==> src/rtl/serial_pkg.sv <==
// Shared types and helpers for the serial receive path.
// Optional parity support is enabled by defining SERIAL_RX_PARITY_EN.
package serial_pkg;

  typedef enum logic [1:0] {
    IDLE   = 2'd0,
    SHIFT  = 2'd1,
    PARITY = 2'd2
  } rx_state_t;

  localparam int SERIAL_WIDTH_DEF = 8;

  // Even parity over up to 32 bits; narrower words are zero-extended by the caller.
  function automatic logic even_parity(input logic [31:0] vec);
    return ^vec;
  endfunction

endpackage

==> src/rtl/rx_out_buf.sv <==
// Single-entry valid/ready holding register for received words.
// A word that completes while the entry is full and not being drained is dropped and flagged.
module rx_out_buf
  import serial_pkg::*;
#(
  parameter int WIDTH = SERIAL_WIDTH_DEF
) (
  input  logic             clk,
  input  logic             rst,
  input  logic             push,
  input  logic [WIDTH-1:0] push_data,
  input  logic             out_ready,
  output logic [WIDTH-1:0] data,
  output logic             out_valid,
  output logic             overrun
);

  logic [WIDTH-1:0] data_q, data_d;
  logic             valid_q, valid_d;
  logic             overrun_q, overrun_d;
  logic             can_accept;

  // A slot frees up at the same edge the consumer takes the current word.
  always_comb begin
    data_d     = data_q;
    valid_d    = valid_q;
    overrun_d  = 1'b0;
    can_accept = !valid_q || out_ready;
    if (push && can_accept) begin
      data_d  = push_data;
      valid_d = 1'b1;
    end else if (push) begin
      overrun_d = 1'b1;
    end else if (valid_q && out_ready) begin
      valid_d = 1'b0;
    end
  end

  always_ff @(posedge clk) begin
    if (rst) begin
      data_q    <= '0;
      valid_q   <= 1'b0;
      overrun_q <= 1'b0;
    end else begin
      data_q    <= data_d;
      valid_q   <= valid_d;
      overrun_q <= overrun_d;
    end
  end

  assign data      = data_q;
  assign out_valid = valid_q;
  assign overrun   = overrun_q;

endmodule

==> src/rtl/serial_rx_8b.sv <==
// Serial-to-parallel receiver: bits sampled on bit_en while frame is high, words handed to rx_out_buf.
// Define SERIAL_RX_PARITY_EN to expect a trailing even-parity bit and expose parity_err.
module serial_rx_8b
  import serial_pkg::*;
#(
  parameter int WIDTH     = SERIAL_WIDTH_DEF,
  parameter int MSB_FIRST = 1
) (
  input  logic             clk,
  input  logic             rst,
  input  logic             bit_en,
  input  logic             frame,
  input  logic             s_in,
  output logic [WIDTH-1:0] data,
  output logic             out_valid,
  input  logic             out_ready,
  output logic             frame_err,
  output logic             overrun
`ifdef SERIAL_RX_PARITY_EN
  ,
  output logic             parity_err
`endif
);

  localparam int CW = $clog2(WIDTH);
  localparam logic [CW-1:0] LAST_CNT = CW'(WIDTH - 1);
`ifdef SERIAL_RX_PARITY_EN
  localparam int BW = WIDTH + 1;
`else
  localparam int BW = WIDTH;
`endif

  rx_state_t        state_q, state_d;
  logic [WIDTH-1:0] sr_q, sr_d;
  logic [CW-1:0]    cnt_q, cnt_d;
  logic             frame_err_q, frame_err_d;
  logic [WIDTH-1:0] shifted;
  logic             push;
  logic [WIDTH-1:0] push_word;
  logic [BW-1:0]    push_data;
  logic [BW-1:0]    buf_data;
`ifdef SERIAL_RX_PARITY_EN
  logic             push_perr;
`endif

  always_comb begin
    if (MSB_FIRST != 0) begin
      shifted = {sr_q[WIDTH-2:0], s_in};
    end else begin
      shifted = {s_in, sr_q[WIDTH-1:1]};
    end
  end

  always_comb begin
    state_d     = state_q;
    sr_d        = sr_q;
    cnt_d       = cnt_q;
    frame_err_d = 1'b0;
    push        = 1'b0;
    push_word   = shifted;
`ifdef SERIAL_RX_PARITY_EN
    push_perr   = 1'b0;
`endif
    unique case (state_q)
      IDLE: begin
        if (bit_en && frame) begin
          sr_d    = shifted;
          cnt_d   = CW'(1);
          state_d = SHIFT;
        end
      end
      SHIFT: begin
        if (!frame) begin
          frame_err_d = 1'b1;
          cnt_d       = '0;
          state_d     = IDLE;
        end else if (bit_en) begin
          sr_d = shifted;
          if (cnt_q == LAST_CNT) begin
            cnt_d = '0;
`ifdef SERIAL_RX_PARITY_EN
            state_d = PARITY;
`else
            push    = 1'b1;
            state_d = IDLE;
`endif
          end else begin
            cnt_d = cnt_q + CW'(1);
          end
        end
      end
`ifdef SERIAL_RX_PARITY_EN
      // The assembled word waits in sr_q until its parity bit arrives.
      PARITY: begin
        if (!frame) begin
          frame_err_d = 1'b1;
          state_d     = IDLE;
        end else if (bit_en) begin
          push      = 1'b1;
          push_word = sr_q;
          push_perr = even_parity(32'(sr_q)) ^ s_in;
          state_d   = IDLE;
        end
      end
`endif
      default: begin
        cnt_d   = '0;
        state_d = IDLE;
      end
    endcase
  end

  always_ff @(posedge clk) begin
    if (rst) begin
      state_q     <= IDLE;
      sr_q        <= '0;
      cnt_q       <= '0;
      frame_err_q <= 1'b0;
    end else begin
      state_q     <= state_d;
      sr_q        <= sr_d;
      cnt_q       <= cnt_d;
      frame_err_q <= frame_err_d;
    end
  end

`ifdef SERIAL_RX_PARITY_EN
  assign push_data  = {push_perr, push_word};
  assign data       = buf_data[WIDTH-1:0];
  assign parity_err = buf_data[WIDTH];
`else
  assign push_data  = push_word;
  assign data       = buf_data;
`endif
  assign frame_err = frame_err_q;

  rx_out_buf #(
    .WIDTH(BW)
  ) u_out_buf (
    .clk       (clk),
    .rst       (rst),
    .push      (push),
    .push_data (push_data),
    .out_ready (out_ready),
    .data      (buf_data),
    .out_valid (out_valid),
    .overrun   (overrun)
  );

endmodule

==> config.mk <==
export PLATFORM = sky130hd
export DESIGN_NAME = serial_rx_8b
export DESIGN_NICKNAME = d
export VERILOG_FILES = /design/src/rtl/serial_pkg.sv /design/src/rtl/rx_out_buf.sv /design/src/rtl/serial_rx_8b.sv
export SDC_FILE = /design/constraint.sdc
export NUM_CORES = 1
export LEC_CHECK = 0
export CAP_MARGIN = 10
export CORE_ASPECT_RATIO = 1.1
export CORE_MARGIN = 4
export CORE_UTILIZATION = 49
export DETAILED_ROUTE_END_ITERATION = 8
export PLACE_DENSITY = 0.75
export SYNTH_ARGS = -nofsm -noshare
export SYNTH_HDL_FRONTEND = slang
export SYNTH_SLANG_ARGS = --single-unit
==> constraint.sdc <==
create_clock -name clk -period 2.1 [get_ports clk]
set_clock_uncertainty 0.2 [all_clocks]
set_input_delay 0.42 -clock clk [delete_from_list [all_inputs] [get_ports clk]]
set_output_delay 0.42 -clock clk [all_outputs]
set_load 0.02 [all_outputs]
# Word-level counts from Yosys, hierarchy flattened
# Cells that the tools add are included.
# totals
regBits	23
latch_bits	0
word_cells	54
memories	0
mem_bits_rw	0
output_inout_bits	11
in_bits	6
mem_bits_ro	0
# classes
n_div	0
n_eq_ne	8
n_mul	0
shifts	0
n_reduce_logical	14
add_sub_neg	1
order_cmp	0
mux	23
n_bitwise	1
# ops
operator	n
$mux 7	3
$pmux 7 s2	1
$mux 3	4
$mux 1	9
$mux 2	4
$ne 2x2->1 const B	4
$ne 3x3->1 const B	2
$pmux 3 s2	1
$pmux 2 s2	1
$reduce_and 2->1	2
$reduce_and 4->1	1
$reduce_bool 2->1	2
$reduce_or 2->1	2
$add 3x1->3 const B	1
$eq 3x3->1 const B	1
$logic_and 1x1->1	3
$reduce_and 3->1	1
$eq 2x1->1 const B	1
$logic_not 2->1	1
$logic_not 1->1	1
$logic_or 1x1->1	1
$not 1->1	1

# Longest topological paths before layout
# logic_depth
depth_word	8
mapped_depth	6
mapped_depth_nobuf	5

# Cells and area by module
# From an unflattened synthesis, not the netlist that was laid out.
# hier_totals
hier_cells	96
hier_area_um2	903.4
# by_module_without_submodules
mod	seq_area_each_um2	area_per_inst_um2	cells_each	instances
serial_rx_8b	240.2	466.7	55	1
rx_out_buf	200.2	436.7	41	1

# Worst setup path before layout
# No wires, ideal clock.
# synth_timing
path_kind	register to register
start	register cnt_q[0]
end	register u_out_buf.data_q[0], in the netlist u_out_buf.data[0]
setup_ps	72
path_stages_with_launch	7
slack_ps	596
t_arrival_ps	1233
synth_period_minus_slack_ps	1504
path_buffers	1
t_required_ps	1828
path_cell_list	dfxtp_1 > ha_1 > ha_1 > nand4_1 > nor2b_2 > buf_6 > mux2i_1
# synth_between
elab_chain_cells	6
# synth_lines
item	line_no	source
from (decl)	serial_rx_8b.sv:35	logic [CW-1:0] cnt_q, cnt_d;
from (signal assigned)	serial_rx_8b.sv:122	cnt_q <= cnt_d;
$eq 3x3->1	serial_rx_8b.sv:79	if (cnt_q == LAST_CNT) begin
$mux 1	serial_rx_8b.sv:79	
$mux 1	serial_rx_8b.sv:77	end else if (bit_en) begin
$mux 1	serial_rx_8b.sv:73	if (!frame) begin
$mux 1	serial_rx_8b.sv:64	unique case (state_q)
$logic_and 1x1->1	rx_out_buf.sv:29	if (push && can_accept) begin
to (signal assigned)	rx_out_buf.sv:45	data_q <= data_d;
to (decl)	rx_out_buf.sv:18	logic [WIDTH-1:0] data_q, data_d;
# Every way passes these cells.
# A chain may end at the register's enable or synchronous reset.

# Worst setup path after layout
# layout_timing
start	register u_out_buf.data_q[1], in the netlist u_out_buf.data[1]
end	output port data[1]
# layout_rtl
item	line_no	source
to (decl)	serial_rx_8b.sv:14	output logic [WIDTH-1:0] data,
# No word-level cell between the ends.

==> key figures <==
Floorplan
  – Core box area: between 1500 and 2000 µm²
  – I/O pin cnt: 17
  – Die width: 48.9 µm
  – Initial Util: around 50%
  – Die Span Y: 53.0 µm
  – DIE AREA: roughly 2600 µm²
  – Num rows: 16

STA
  – Max_slew headroom: 83.8%
  – Least-Margin Pin Slew: about 0.24 ns
  – Max Clk Rate: 0.528 GHz
  – Final setup margin: ~0.21 ns
  – Crit share post-route: 90.2%
  – Slew Limit Fails: 0
  – Final setup viols: 0
  – Final Hold Vio Count: 0
  – Post-layout min period: between 1.5 and 2 ns
  – Unrepaired setup endpoints after global routing: no
  – Post-Route Setup TNS: 0 ns

CTS
  – Root Driver: clkbuf_4
  – CTS tree: yes
  – Post-CTS Setup Bufs: 0
  – Post-CTS sizing: 0
  – Clock buffer depth: 2
  – Clock sinks: 22
  – Clock slew at reported path FFs: 0.12 ns
  – Post-CTS Hold Fix Bufs: 0
  – Clk_lat worst skew: ~0.3 ns
  – H-tree depth: 1
  – Num CTS Buffers: 3

Cells and area
  – Finished layout cell area: ~1100 µm²
  – Multi-input logic area: between 400 and 500 µm²
  – Layout cells sized above 1: 8.62%
  – Number of fillers in the final layout: between 150 and 200
  – Synthesis-to-finish area growth: 27.4%
  – ANT cells: 0
  – Nets: about 130
  – FF/Latch Area: approximately 440 µm²

Critical path
  – Crit path kind: reg2out
  – CP Buf/Inv Count: 1
  – Worst path cell trace: clkdlybuf4s50_1
  – CP max FO: 2
  – Crit path required time: ~1.5 ns
  – CP endpoint kind: output port
  – Worst path max stage delay: between 0.6 and 0.7 ns
  – Worst setup startpoint: u_out_buf.data[1]$_SDFFE_PP0P_
  – Worst Path Arrival: 1.27 ns
  – Slowest library cell on the worst path: clkdlybuf4s50_1
  – Critical Path Start Type: flip-flop
  – CP top delay family: buffers and inverters
  – Worst r2r src: cnt_q[0]$_SDFFE_PP0P_

GRT
  – Initial antenna violation count: 0
  – Total gr overflow: 0
  – Vias in the first global route: approximately 650
  – Largest net degree at the start of global routing: 31
  – Gr usage total: between 10 and 15%
  – First-pass GRT wire length: roughly 2.7 mm

Yosys
  – Post-Synthesis Cells: 97
  – Syn nets: about 110
  – Ys async rst share: 0%
  – Adder-cell share of the synthesized area: 2.78%
  – EDFF count, synth: 0
  – Top cell type's share of synthesized area: between 40 and 50%
  – Largest family of logic cells by synthesized area: simple AND/OR/NAND/NOR gates
  – Seq/Total Area, Yosys: approximately 50%
  – Post-Syn Area: between 900 and 1000 µm²
  – Synthesis Warnings: 0
  – Most used flip-flop cell after synthesis: dfxtp_1
  – Synthesized area per cell: about 9.3 µm²
  – Synth area leaders: dfxtp_1 49%, nand2b_1 12%, mux2i_1 8.9%
  – Register bit total from synthesis: 22
  – Mux contribution to synthesized area: under 10%
  – Yosys cell types: 22
  – Most frequent cell after synthesis: dfxtp_1
  – Top cells by count, synth: 22 x dfxtp_1, 17 x nand2b_1, 16 x nand2_1, 11 x a21oi_1, 8 x mux2i_1
  – Area fraction in compound gates after synthesis: 8.61%
  – Simple-gate share of the synthesized area: a little over a quarter
  – Synth Area in XOR/XNOR: 0%
  – Synth area leader: dfxtp_1

Placement
  – Placer Congestion: ~0.7
  – Post-placement setup slack: between 0.15 and 0.2 ns
  – Placement Cell Area: about 1100 µm²
  – PortBufs: 16
  – Hpwl dp: about 1.1 mm

Power
  – Max IR drop VDD: just under 0.5 mV
  – Leakage: 0.386 nW
  – P per Cell Area: 687 nW/µm²

Route
  – DR vias/cell: just over 5
  – Vias: 683
  – DRT Pass-1 Iters: 4
  – Detail Route Antenna Nets: 0
  – Final wirelength: about 1.6 mm
  – Routed length per instance: about 12 µm
  – Detailed Route Iter0 Violations: 5
  – DRC: 0

Status
  – Outcome: finished, final reports clean

Hold path
  – Worst Hold Class: reg2reg
  – Hold_sp: sr_q[6]$_SDFFE_PP0P_

Job
  – Max_cap viols: 0
[through the flow]
| stage | cells | hold slack, ns | util [%] | total power [mW] |
|---|---|---|---|---|
| finish | 134 | 0.263 | 65.1 | 0.789 |
| global route | 134 | 0.309 | 65.1 | 0.827 |
| CTS | 134 | 0.265 | 65.1 | 0.800 |
| detailed placement | 130 | 0.248 | 62.1 | 0.483 |
| global placement | 130 | 0.244 | 62.1 | 0.481 |
| floorplan | 97 | 0.237 | - | 0.462 |
[final cells by class]
type,count,share of cell area (%)
Sequential cell,22,38.4
Multi-Input combinational cell,70,37.4
Timing Repair Buffer,20,17.7
Clock inverter,1,2.62
Clock buffer,3,1.96
Tap cell,18,1.96
[per-layer routing]
metal	global-route usage, %	vias up	wire, µm
met5	0	-	0
met4	8.07	0	9
met3	2.54	2	57
met2	26.5	9	824
met1	13.8	309	661
li1	-	363	-
[cell usage in the layout (no fill, tap or decap)]
cell             instances
a21oi_1                 11
and2_1                   1
buf_12                   1
buf_4                    3
bufinv_16                1
clkbuf_4                 3
clkdlybuf4s50_1         16
dfxtp_1                 22
ha_1                     2
mux2i_1                  8
nand2_1                 16
nand2_2                  1
nand2b_1                17
nand3_1                  5
nand4_1                  1
nor2_1                   1
nor2b_2                  1
nor3b_1                  1
nor4b_1                  1
o21ai_0                  1
o21bai_1                 1
o32a_1                   1
or2b_1                   1
[tightest hold or removal path: cells and delay by family (launching register included)]
kind            cells  cell delay, ns
simple gates        1            0.05
compound gates      1            0.05
flops               1            0.33
[final timing paths]
path	end	slack, ns	cells past startpoint
setup / recovery	data[1]	0.21	1
hold / removal	sr_q[6]$_SDFFE_PP0P_	0.26	2
setup reg to reg	u_out_buf.data[1]$_SDFFE_PP0P_	0.42	6
hold reg to reg	sr_q[6]$_SDFFE_PP0P_	0.26	2
[sequential cells by signal, summed over array words and instances, names as in the netlist]
name and count:
frame_err 1, u_out_buf.out_valid 1, u_out_buf.overrun 1, cnt_q 3
u_out_buf.data 8, sr_q 7, state_q 1
[power by group]
group / internal [mW] / leakage (nW) / switching [mW]
sequential: 0.422 / 0.178 / 0.00490
combinational: 0.0244 / 0.180 / 0.0220
clock: 0.193 / 0.0279 / 0.123
total: 0.639 / 0.386 / 0.150
[kinds of logic after synthesis]
kind of cell | Yosys count
AOI/OAI and AO/OA | 14
adders and majority gates | 2
buffers and inverters | 5
DFF | 22
muxes | 8
and+or+nand+nor | 46
Power figures use the tool's default switching activity.
==> RTL edit 1 (same flow settings) <==
Take the reset off `data_q` and load it in a clocked block of its own.
--- a/src/rtl/rx_out_buf.sv
+++ b/src/rtl/rx_out_buf.sv
@@ -38,14 +38,16 @@
 
   always_ff @(posedge clk) begin
     if (rst) begin
-      data_q    <= '0;
       valid_q   <= 1'b0;
       overrun_q <= 1'b0;
     end else begin
-      data_q    <= data_d;
       valid_q   <= valid_d;
       overrun_q <= overrun_d;
     end
+  end
+
+  always_ff @(posedge clk) begin
+    data_q <= data_d;
   end
 
   assign data      = data_q;
Function: differs if rst is asserted again (counterexample within 10 cycles, from zero or initial values and one cycle with rst high); with rst held inactive, the same outputs for 10 cycles.
==> RTL edit 1 against the unedited design <==
  * Hold slack lost 0.0018 ns
  * Final area shrank 10%
  * Power grew 1.9%
  * Sequential share of layout area grew 12 points
  * Wire length shrank 11%
  * Setup slack gained 0.0074 ns
  * Sequential power grew 4.9%
  * Area after synthesis shrank 15%
  * Sequential cell count is the same
  * Register-to-register slack gained 0.02 ns
  * First-iteration DRC count grew to 3.6 times the old value
  * Maximum frequency grew 0.39%
  * Critical path type unchanged
  * Largest cell class unchanged
  * Largest power group unchanged
  * Highest routed layer unchanged
==> RTL edit 1: results (changes against the unedited design) <==
INFO  synthesis      top_post_synthesis_cells_by_count=dfxtp_1 (14), nand2_1 (14), a21oi_1 (10)
INFO  placement      finalWeightedCongestion=0.638 [-7.2%]
INFO  grt            largest_net_degree_at_the_start_of_global_routing=15 [-52%]
INFO  sta            timing.hold.ws=0.261ns [-0.00184 ns]
INFO  grt            grt_first_pass_wirelength=2390microns [-12%]
INFO  critical_path  worstSetupStartpoint=u_out_buf.out_valid
INFO  critical_path  crit_path_top_delay_cell=clkdlybuf4s50_1
INFO  critical_path  rrSetupSlack=0.44ns [+0.02 ns]
INFO  cells_and_area antenna_cells=0 [unchanged]
INFO  cts            clockRootBuffer=clkbuf_4
INFO  synthesis      synth_sequential_area_ratio=0.678 [+0.189]
INFO  drt            drt_first_iter_violations=18 [+13]
INFO  cells_and_area final_layout_size_suffix_gt1_frac=0.120 [+0.0334]
INFO  synthesis      synth_enable_flop_cells=8 [+8]
INFO  grt            number_of_global_route_vias_before_repair=572 [-12%]
INFO  cts            post_cts_resized=0 [unchanged]
INFO  synthesis      ys_top_cells_by_area=dfxtp_1 (36%), edfxtp_1 (31%), nand2_1 (6.8%)
INFO  drt            route.met2.wl=757microns [-8.1%]
INFO  drt            met3_routed_wl=70microns [+23%]
INFO  power_and_ir_drop cellLeakagePower=0.358nW [-7.3%]
INFO  cts            worstSkewPairLatency=0.30ns [about the same]
INFO  critical_path  critical_path.max_stage_delay=0.61ns [about the same]
INFO  placement      port_buffers=16 [unchanged]
INFO  drt            drt_first_pass_iters=4 [unchanged]
INFO  drt            highest_layer=met4
INFO  grt            grt_antenna_before_repair=0 [unchanged]
INFO  power_and_ir_drop peakVddDrop=0.693mV [+41%]
INFO  synthesis      synth.net_count=77 [-27%]
INFO  drt            detail_route.vias_per_cell=5.29 [+3.7%]
INFO  critical_path  critical_path.top_delay_family=buffers and inverters
INFO  min_path       worstHoldPathType=register to register
INFO  critical_path  cp.arrival=1.27ns [about the same]
INFO  grt            grt_use_total=0.145 [+0.00728]
INFO  placement      post-dp-hpwl=953microns [-15%]
INFO  drt            drt-met1-wl=545microns [-18%]
INFO  drt            route.final.wire_length=1390microns [-11%]
INFO  synthesis      yosys.cell_types.count=20 [-9.1%]
INFO  run_status     status=finished, final reports clean
INFO  synthesis      yosys_most_used_dff=dfxtp_1
INFO  min_path       hold_path_startpoint=sr_q[6]
INFO  cells_and_area num-nets-final=101 [-19%]
INFO  cts            clk_pin_slew_worst_paths=0.12ns [about the same]
INFO  sta            worst_slew_pin_slew=0.480ns [+0.236 ns]
INFO  cts            ctsHtreeMaxLevel=1 [unchanged]
RTL edit 1: power by group:
part	internal [mW]	switching [mW]	leakage (nW)	total (mW)
Sequential	0.444	0.00469	0.178	0.448
Clock	0.193	0.123	0.0279	0.316
Combinational	0.0207	0.0189	0.152	0.0396
RTL edit 1: worst paths after layout:
| check | end | cells after the start |
|---|---|---|
| hold / removal | u_out_buf.data[7] | 0 |
| setup reg to reg | u_out_buf.data[2] | 5 |
| hold reg to reg | u_out_buf.data[7] | 0 |
| setup / recovery | out_valid | 1 |
RTL edit 1: kinds of logic after synthesis:
group,Yosys count,synth area share
flops,22,0.678
buf+inv,2,0.0114
fa+ha+maj,2,0.0326
compound gates,13,0.0896
simple gates,30,0.189
RTL edit 1: per-layer routing:
layer	vias to the layer above	global-route usage
li1	288	-
met1	267	0.178
met2	14	0.233
met3	2	0.0327
met4	0	0.0711
met5	-	0
RTL edit 1: per-stage QoR:
stage,instance area [sq um],std cells,setup slack [ns],utilization
after floorplan,768,69,0.346,-
after global placement,977,104,0.160,0.689
after detailed placement,977,104,0.139,0.689
after CTS,1030,108,0.203,0.726
after global routing,1030,108,0.149,0.726
final,1030,108,0.214,0.726
RTL edit 1: final cells by class:
cell class | instances | area (sq um)
sequential | 22 | 520
multi-input combinational | 45 | 239
clock inverter | 1 | 30.0
tap | 16 | 20.0
timing repair buffer | 21 | 198
fill | 104 | 389
clock buffer | 3 | 22.5
==> RTL edit 2 (same settings) <==
Without the edit above. Set the package constant `SERIAL_WIDTH_DEF` to 16 (it was 8).
--- a/src/rtl/serial_pkg.sv
+++ b/src/rtl/serial_pkg.sv
@@ -8,7 +8,7 @@
     PARITY = 2'd2
   } rx_state_t;
 
-  localparam int SERIAL_WIDTH_DEF = 8;
+  localparam int SERIAL_WIDTH_DEF = 16;
 
   // Even parity over up to 32 bits; narrower words are zero-extended by the caller.
   function automatic logic even_parity(input logic [31:0] vec);
Interface: changed (resized data); port bits go from 17 to 25. The function was not compared with the original's and may differ.
==> RTL edit 2 against the unedited design <==
  * Sequential cell count grew 17
  * Wire length is 89% higher
  * Synthesized cell count grew 84%
  * Final area up 68%
  * Sequential power grew 75%
  * Highest routed layer unchanged
  * Setup slack worse by 0.038 ns
  * Area after synthesis rose by 79%
  * Cell count rose by 76%
  * Power increased by 57%
==> RTL edit 2: results (changes against the unedited design) <==
INFO  placement      post-dp-hpwl=1930microns [+72%]
INFO  synthesis      yosys.cell_types.count=23 [+4.5%]
INFO  drt            met3_routed_wl=153microns [+170%]
INFO  drt            drt_first_iter_violations=69 [+64]
INFO  cts            worstSkewPairLatency=0.34ns [+0.04 ns]
INFO  cells_and_area multiInputGateArea=751squm [+75%]
INFO  sta            relSlewSlack=0.664 [-0.173]
INFO  min_path       endpoint_of_the_worst_hold_timing_path=sr_q[4]
INFO  run_status     status=finished, final reports clean
INFO  placement      placedCellCount=228 [+75%]
INFO  critical_path  reg2regPathDepth=4 [-2]
INFO  synthesis      ys_top_cells_by_area=dfxtp_1 (48%), nand2b_1 (13%), mux2i_1 (9.9%)
INFO  cells_and_area fin_cells=236 [+76%]
INFO  cells_and_area final_layout_size_suffix_gt1_frac=0.0594 [-0.0268]
INFO  critical_path  rrSetupSlack=0.30ns [-0.12 ns]
INFO  synthesis      synth-adder-area-share=0.00775 [-0.0200]
INFO  drt            drt-met1-wl=1420microns [+110%]
INFO  cts            tritoncts.num_buffers=5 [+2]
INFO  grt            met1_track_utilization_from_global_routing=0.169 [+0.0308]
INFO  critical_path  worstSetupStartpoint=u_out_buf.data[15]
INFO  power_and_ir_drop swShare=0.218 [+0.0281]
INFO  min_path       worstHoldPathType=register to register
INFO  synthesis      synth-compound-area-share=0.0852 [-0.000906]
INFO  critical_path  timing.critical_path.to=data[15]
INFO  placement      dpl-instance-area=1860squm [+70%]
INFO  sta            timing.hold.ws=0.279ns [+0.0157 ns]
INFO  synthesis      synth_sequential_area_ratio=0.483 [-0.00554]
INFO  synthesis      synthesis.instances=178 [+84%]
INFO  power_and_ir_drop power.share.clock=0.345 [-0.055]
INFO  min_path       hold_depth=2 [unchanged]
INFO  drt            route.met2.wl=1300microns [+58%]
INFO  min_path       hold_path_startpoint=sr_q[3]
INFO  placement      port_buffers=24 [+8]
INFO  drt            routed-via-count=1241 [+82%]
INFO  synthesis      synth.net_count=185 [+76%]
INFO  placement      placement.setup.worst_slack=0.0620ns [-0.0924 ns]
INFO  grt            largest_net_degree_at_the_start_of_global_routing=57 [+84%]
INFO  power_and_ir_drop power.combinational.total=0.0642mW [+38%]
INFO  cells_and_area num-nets-final=208 [+66%]
INFO  synthesis      top_post_synthesis_cells_by_count=dfxtp_1 (39), nand2_1 (34), nand2b_1 (33)
INFO  critical_path  cp.arrival=1.31ns [+0.04 ns]
INFO  placement      finalWeightedCongestion=0.863 [+26%]
INFO  cts            cts.path.max_buffers=2 [unchanged]
INFO  cells_and_area layout.filler_cells=265 [+71%]
INFO  cells_and_area largest_register_ff_count=16 [+8]
INFO  power_and_ir_drop cellLeakagePower=0.628nW [+63%]
INFO  power_and_ir_drop peakVddDrop=0.307mV [-38%]
INFO  cts            ctsHtreeMaxLevel=2 [+1]
INFO  synthesis      post_synth_mux_area_share=0.0991 [+0.0103]
INFO  sta            final.setup.worst_slack=0.168ns [-0.0384 ns]
## RTL edit 2: cell count changes in the layout (fill, tap and decap cells not counted), sizes merged, moves of 5 or more
| cell | change |
|---|---|
| clkbuf | +5 |
| nand2 | +17 |
| dfxtp | +17 |
| mux2i | +8 |
| a21oi | +8 |
| nand2b | +16 |
| clkdlybuf4s50 | +8 |
## RTL edit 2: logic make-up (layout without fill, tap and decap cells)
logic type	count (synthesis)	in the layout
and+or+nand+nor	84	84
muxes	16	16
AOI/OAI and AO/OA	26	26
DFF	39	39
adders and majority gates	1	1
buffers and inverters	12	36
## RTL edit 2: worst min-delay path, delay by kind of cell (launching register included)
| kind | cells | cell delay [ns] |
|---|---|---|
| AO/OA/AOI/OAI | 1 | 0.05 |
| AND/OR/NAND/NOR | 1 | 0.06 |
| flip-flops | 1 | 0.34 |
## RTL edit 2: area by class of cell
cell class,instances,share of cell area
clock buffer,8,0.0357
multi-input combinational,127,0.390
sequential,39,0.405
tap,34,0.0221
timing repair buffer,28,0.147
